<file path="config.mk">
export PLATFORM = sky130hd
export DESIGN_NAME = ysyx_22040750_pc_fetch_flat
export DESIGN_NICKNAME = d
export VERILOG_FILES = /design/src/rtl/ysyx_22040750_pc_fetch_if.sv /design/src/rtl/ysyx_22040750_pc_fetch.sv /design/src/flat_wrapper.sv
export SDC_FILE = /design/constraint.sdc
export NUM_CORES = 1
export LEC_CHECK = 0
export CAP_MARGIN = 20
export CORE_MARGIN = 1
export CORE_UTILIZATION = 38
export CTS_CLUSTER_DIAMETER = 40
export DETAILED_ROUTE_END_ITERATION = 8
export PLACE_DENSITY = 0.76
export REMOVE_ABC_BUFFERS = 1
export SLEW_MARGIN = 20
export SYNTH_ARGS = -nofsm -noshare
export SYNTH_HDL_FRONTEND = slang
export SYNTH_SLANG_ARGS = --single-unit
</file>
<file path="constraint.sdc">
create_clock -name I_clk -period 2.96 [get_ports I_clk]
set_input_delay 0.296 -clock I_clk [delete_from_list [all_inputs] [get_ports I_clk]]
set_output_delay 0.296 -clock I_clk [all_outputs]
set_load 0.01 [all_outputs]
</file>
<file path="src/rtl/ysyx_22040750_pc_fetch_if.sv">
// Fetch front-end channel bundle: dnpc handshake in, imem request/response, IF/ID handshake out.
// slave = the fetch block itself, master = whoever drives its inputs.
interface ysyx_22040750_pc_fetch_if;
  logic        I_dnpc_valid;
  logic        O_dnpc_ready;
  logic [31:0] I_dnpc;
  logic        O_imem_req_valid;
  logic        I_imem_req_ready;
  logic [31:0] O_imem_addr;
  logic        I_imem_resp_valid;
  logic [31:0] I_imem_rdata;
  logic        I_flush;
  logic        O_IF_ID_valid;
  logic        I_IF_ID_ready;
  logic [31:0] O_pc;
  logic [31:0] O_snpc;
  logic [31:0] O_inst;

  modport slave (
    input  I_dnpc_valid, I_dnpc, I_imem_req_ready, I_imem_resp_valid, I_imem_rdata,
    input  I_flush, I_IF_ID_ready,
    output O_dnpc_ready, O_imem_req_valid, O_imem_addr, O_IF_ID_valid, O_pc, O_snpc, O_inst
  );

  modport master (
    output I_dnpc_valid, I_dnpc, I_imem_req_ready, I_imem_resp_valid, I_imem_rdata,
    output I_flush, I_IF_ID_ready,
    input  O_dnpc_ready, O_imem_req_valid, O_imem_addr, O_IF_ID_valid, O_pc, O_snpc, O_inst
  );
endinterface

</file>
<file path="src/rtl/ysyx_22040750_pc_fetch.sv">
// PC register and single-outstanding instruction fetch: takes the next PC, fetches it, and
// presents instruction/pc/snpc to IF/ID. A flush while a fetch is in flight poisons its response.
module ysyx_22040750_pc_fetch #(
  parameter logic [31:0] RESET_PC = 32'h8000_0000
) (
  input logic                      I_clk,
  input logic                      I_rst,
  ysyx_22040750_pc_fetch_if.slave  bus
);

  typedef enum logic [1:0] {
    S_REQ  = 2'd0,
    S_WAIT = 2'd1,
    S_HOLD = 2'd2,
    S_NEXT = 2'd3
  } state_t;

  state_t      r_state;
  logic [31:0] r_pc;
  logic [31:0] r_snpc;
  logic [31:0] r_inst;
  logic        r_drop;
  logic        r_req_valid;
  logic        r_if_id_valid;
  logic        r_dnpc_ready;

  logic [31:0] w_dnpc;
  logic [31:0] w_next_pc;

  assign w_dnpc    = bus.I_dnpc;
  assign w_next_pc = w_dnpc & 32'hFFFF_FFFC;

  assign bus.O_imem_req_valid = r_req_valid;
  assign bus.O_imem_addr      = r_pc;
  assign bus.O_dnpc_ready     = r_dnpc_ready;
  assign bus.O_IF_ID_valid    = r_if_id_valid;
  assign bus.O_pc             = r_pc;
  assign bus.O_snpc           = r_snpc;
  assign bus.O_inst           = r_inst;

  // Fetch sequencer; all outputs are registered alongside the state they belong to.
  always_ff @(posedge I_clk or posedge I_rst) begin
    if (I_rst) begin
      r_state       <= S_REQ;
      r_pc          <= RESET_PC;
      r_snpc        <= RESET_PC + 32'd4;
      r_inst        <= 32'd0;
      r_drop        <= 1'b0;
      r_req_valid   <= 1'b1;
      r_if_id_valid <= 1'b0;
      r_dnpc_ready  <= 1'b0;
    end else begin
      case (r_state)
        S_REQ: begin
          // A flush here poisons the response of this very request, accepted or not.
          r_drop <= r_drop | bus.I_flush;
          if (bus.I_imem_req_ready) begin
            r_state     <= S_WAIT;
            r_req_valid <= 1'b0;
          end
        end
        S_WAIT: begin
          if (bus.I_imem_resp_valid) begin
            r_drop <= 1'b0;
            if (r_drop || bus.I_flush) begin
              r_state      <= S_NEXT;
              r_dnpc_ready <= 1'b1;
            end else begin
              r_inst        <= bus.I_imem_rdata;
              r_state       <= S_HOLD;
              r_if_id_valid <= 1'b1;
            end
          end else if (bus.I_flush) begin
            r_drop <= 1'b1;
          end
        end
        S_HOLD: begin
          if (bus.I_flush || bus.I_IF_ID_ready) begin
            r_state       <= S_NEXT;
            r_if_id_valid <= 1'b0;
            r_dnpc_ready  <= 1'b1;
          end
        end
        S_NEXT: begin
          if (bus.I_dnpc_valid) begin
            r_pc         <= w_next_pc;
            r_snpc       <= w_next_pc + 32'd4;
            r_state      <= S_REQ;
            r_req_valid  <= 1'b1;
            r_dnpc_ready <= 1'b0;
          end
        end
        default: begin
          r_state       <= S_REQ;
          r_drop        <= 1'b0;
          r_req_valid   <= 1'b1;
          r_if_id_valid <= 1'b0;
          r_dnpc_ready  <= 1'b0;
        end
      endcase
    end
  end

endmodule

</file>
<file path="src/flat_wrapper.sv">
// flat-port wrapper written by rule: the top's interface ports become plain ports
module ysyx_22040750_pc_fetch_flat 
#(
  parameter logic [31:0] RESET_PC = 32'h8000_0000
)
  (I_clk, I_rst, bus_I_dnpc_valid, bus_I_dnpc, bus_I_imem_req_ready, bus_I_imem_resp_valid, bus_I_imem_rdata, bus_I_flush, bus_I_IF_ID_ready, bus_O_dnpc_ready, bus_O_imem_req_valid, bus_O_imem_addr, bus_O_IF_ID_valid, bus_O_pc, bus_O_snpc, bus_O_inst);
  ysyx_22040750_pc_fetch_if bus_i ();
  input logic I_clk;
  input logic I_rst;
  input wire logic [$bits(bus_i.I_dnpc_valid)-1:0] bus_I_dnpc_valid;
  input wire logic [$bits(bus_i.I_dnpc)-1:0] bus_I_dnpc;
  input wire logic [$bits(bus_i.I_imem_req_ready)-1:0] bus_I_imem_req_ready;
  input wire logic [$bits(bus_i.I_imem_resp_valid)-1:0] bus_I_imem_resp_valid;
  input wire logic [$bits(bus_i.I_imem_rdata)-1:0] bus_I_imem_rdata;
  input wire logic [$bits(bus_i.I_flush)-1:0] bus_I_flush;
  input wire logic [$bits(bus_i.I_IF_ID_ready)-1:0] bus_I_IF_ID_ready;
  output wire logic [$bits(bus_i.O_dnpc_ready)-1:0] bus_O_dnpc_ready;
  output wire logic [$bits(bus_i.O_imem_req_valid)-1:0] bus_O_imem_req_valid;
  output wire logic [$bits(bus_i.O_imem_addr)-1:0] bus_O_imem_addr;
  output wire logic [$bits(bus_i.O_IF_ID_valid)-1:0] bus_O_IF_ID_valid;
  output wire logic [$bits(bus_i.O_pc)-1:0] bus_O_pc;
  output wire logic [$bits(bus_i.O_snpc)-1:0] bus_O_snpc;
  output wire logic [$bits(bus_i.O_inst)-1:0] bus_O_inst;
  assign bus_i.I_dnpc_valid = bus_I_dnpc_valid;
  assign bus_i.I_dnpc = bus_I_dnpc;
  assign bus_i.I_imem_req_ready = bus_I_imem_req_ready;
  assign bus_i.I_imem_resp_valid = bus_I_imem_resp_valid;
  assign bus_i.I_imem_rdata = bus_I_imem_rdata;
  assign bus_i.I_flush = bus_I_flush;
  assign bus_i.I_IF_ID_ready = bus_I_IF_ID_ready;
  assign bus_O_dnpc_ready = bus_i.O_dnpc_ready;
  assign bus_O_imem_req_valid = bus_i.O_imem_req_valid;
  assign bus_O_imem_addr = bus_i.O_imem_addr;
  assign bus_O_IF_ID_valid = bus_i.O_IF_ID_valid;
  assign bus_O_pc = bus_i.O_pc;
  assign bus_O_snpc = bus_i.O_snpc;
  assign bus_O_inst = bus_i.O_inst;
  ysyx_22040750_pc_fetch #(.RESET_PC(RESET_PC)) u_core (.I_clk(I_clk), .I_rst(I_rst), .bus(bus_i));
endmodule
</file>
==> run_results.csv <==
group,metric,value,unit
power,combPwrFrac,45.5,%
worst_setup_path,r2r_end,"u_core.bus.O_snpc[28]$_DFFE_PP0P_",
worst_setup_path,crit_type,"primary input to register",
global_route,grt_max_degree,53,
worst_setup_path,slowest_stage,"or4_1",
worst_setup_path,arrival,2.74,ns
timing,setup_viol,0,
status,violations,"DRC",
timing,finalCritPeriodShare,83.7,%
drt,remaining_drc_errors,34,
timing,grt_setup_unrepaired,"no",
global_route,grt_pass1_wl,18700,µm
final_layout,drive_above_1_share,11.1,%
clocking,cts-resized-gates,0,
status,status,"finished with violations",
global_route,antenna_found_initial,0,
final_layout,fin_util,59.1,%
worst_setup_path,cp.required,3.22,ns
power,powerDensity,1030,nW/µm²
worst_setup_path,worst-path-buf-inv,1,
worst_setup_path,reg2reg_slack,0.95,ns
drt,dr.pass1.iters,6,
clocking,post_cts_buffers,0,
yosys,synth_enable_flop_cells,0,
yosys,ys_ff_latch,98,
timing,period_needed,2.48,ns
drt,wl_per_cell,15.0,µm
yosys,synthArstFlopShare,100,%
final_layout,layout_commonest_cell,"clkdlybuf4s50_1",
place,dp.final_hpwl,8570,µm
clocking,numClockSinks,98,
power,power.net_switching,2220,µW
floorplanning,io_pins,202,
floorplanning,dieArea,12400,µm²
power,switching_share,31.7,%
worst_setup_path,crit_chain,"clkdlybuf4s50_1 -> nand4_2 -> or4_1 -> or3_4 -> or4_1 -> o211ai_1",
yosys,ys.flop_type,"dfrtp_1",
power,power_frac_clock,20.4,%
clocking,cts_buffer_depth,2,
worst_setup_path,end_kind,"register",
clocking,clock_latency,0.34,ns
drt,via_per_inst,4.82,
drt,drt-total-wl,11400,µm
worst_setup_path,max_stage_delay,0.68,ns
timing,tns,0,ns
place,portBuffers,193,
drt,ant_nets,0,
timing,slew_headroom,57.2,%
global_route,grt_usage,18.9,%
floorplanning,rows,39,
worst_setup_path,worst_setup_path_start_kind,"primary input",
final_layout,diodes,0,
final_layout,final_nets,693,
clocking,numCtsBuffers,9,
worst_setup_path,critPathMaxFanout,6,
worst_setup_path,reg2regPathDepth,6,
place,gp_congestion,0.733,
final_layout,layout_common_cells,"clkdlybuf4s50_1, nand2_1, dfrtp_1, mux2_2, o21ai_0",
clocking,htreeDepth,3,
timing,tightestPinTransition,0.641,ns
floorplanning,die_x,111,µm
final_layout,fill_cells,980,
clocking,cts_tree,"done",
clocking,clkTransAtPathRegs,0.07,ns
worst_setup_path,cp_common_cell,"or4_1",
yosys,synth_area,4540,µm²
worst_hold_path,hp-class,"primary input to asynchronous set/reset pin",
yosys,yosysUniqueCellTypes,39,
final_layout,area_growth,50.0,%
drt,first_iter_violations,159,
worst_setup_path,path_delay_family,"simple AND/OR/NAND/NOR gates",
power,p_int,4790,µW
timing,finalMaxSlewViolations,0,
floorplanning,die_h,111,µm
yosys,yosys_warnings,0,
timing,hold_viol,0,
power,leakagePower,0.00297,µW
power,pwr-share-seq,34.1,%
worst_setup_path,startpoint,"bus_I_dnpc[13]",
clocking,ctsHoldBuffers,0,
power,peakVddDrop,0.000490,V
clocking,cts-root-buf,"clkbuf_16",
timing,fmax,404,MHz
global_route,grt_overflow,0,
yosys,ys_seq_area_share,54.2,%
timing,clock_skew,0.0118,ns
worst_setup_path,crit-reg2reg-launch,"u_core.r_state[1]$_DFFE_PP0P_",
job,drv_cap,0,
floorplanning,initial_core_util,39.4,%
floorplanning,core,11500,µm²
drt,vias,3688,
yosys,syn_avg_cell_area,10.1,µm²
global_route,grt_pass1_vias,3646,
yosys,synthCells,451,
[area by class of cell]
class	instances	area [µm²]	area share (%)
flip-flops and latches	98	2460	36.1
repair buffers	205	2030	29.9
multi-input cells	291	1710	25.2
clock buffers	10	239	3.51
well taps	143	179	2.63
clock inverters	6	136	2.00
inverters	12	47.5	0.699
[kinds of logic (layout without fill, tap and decap cells)]
group           Yosys count  after routing  share of synthesized area [%]
compound gates           46             46                           5.90
xor+xnor                 19             19                           3.67
fa+ha+maj                 5              5                           1.38
buf+inv                  67            233                           8.55
flops                    98             98                           54.2
mux                      36             36                           8.83
other cells               1              6                         0.0827
simple gates            179            179                           17.4
[state kept, by name, indices dropped and copies added (netlist names)]
name,flops
u_core.bus.O_inst,32
u_core.bus.O_imem_addr,30
u_core.r_drop,1
u_core.bus.O_imem_req_valid,1
u_core.r_state,2
u_core.bus.O_snpc,30
u_core.bus.O_dnpc_ready,1
u_core.bus.O_IF_ID_valid,1
[routing by layer]
| layer | GRT usage, % | routed length [µm] |
|---|---|---|
| met1 | 23.7 | 4910 |
| met3 | 5.47 | 833 |
| met2 | 32.0 | 5650 |
| met4 | 4.59 | 35 |
| met5 | 0 | 0 |
[cells in the mapped netlist (4+ instances only)]
cell | n | area share, %
nor3_1 | 5 | 0.55
xnor2_1 | 8 | 1.5
nand4_1 | 8 | 1.1
inv_1 | 12 | 0.99
o21ai_0 | 29 | 3.2
mux2i_1 | 4 | 0.88
mux2_2 | 32 | 7.9
nand2_1 | 124 | 10
nor2_1 | 10 | 0.83
dfstp_2 | 4 | 2.3
clkbuf_1 | 13 | 1.1
xor2_1 | 11 | 2.1
dfrtp_1 | 94 | 52
ha_1 | 5 | 1.4
buf_1 | 5 | 0.41
nor4_1 | 6 | 0.83
buf_4 | 36 | 6.0
nand3_1 | 9 | 0.99
[worst max path at each step]
stage | to | depth (start not counted)
finish | u_core.bus.O_snpc[31]$_DFFE_PP1P_ | 6
detailed placement | u_core.bus.O_snpc[31]$_DFFE_PP1P_ | 6
floorplan | u_core.bus.O_IF_ID_valid$_DFFE_PP0P_ | 1
global route | u_core.bus.O_snpc[31]$_DFFE_PP1P_ | 6
CTS | u_core.bus.O_snpc[31]$_DFFE_PP1P_ | 6
global placement | u_core.bus.O_snpc[31]$_DFFE_PP1P_ | 6
[through the flow]
step / setup WS (ns) / cell area [µm²] / instances / total power (µW) / hold WS (ns)
floorplan: 0.109 / 4210 / 401 / 3620 / 0.374
global placement: 0.164 / 6430 / 749 / 5530 / 0.456
detailed placement: 0.126 / 6430 / 749 / 5640 / 0.466
CTS: 0.476 / 6810 / 765 / 7100 / 0.439
global route: 0.390 / 6810 / 765 / 7460 / 0.492
finish: 0.484 / 6810 / 765 / 7010 / 0.424
[power by group through the flow]
stage | Sequential [µW] | Combinational, µW | Clock, µW
2_1_floorplan | 2760 | 853 | 0
3_3_place_gp | 2380 | 3150 | 0
3_5_place_dp | 2420 | 3220 | 0
4_1_cts | 2400 | 3240 | 1460
5_1_grt | 2480 | 3450 | 1520
6_report | 2390 | 3190 | 1430
Power figures use the tool's default switching activity.
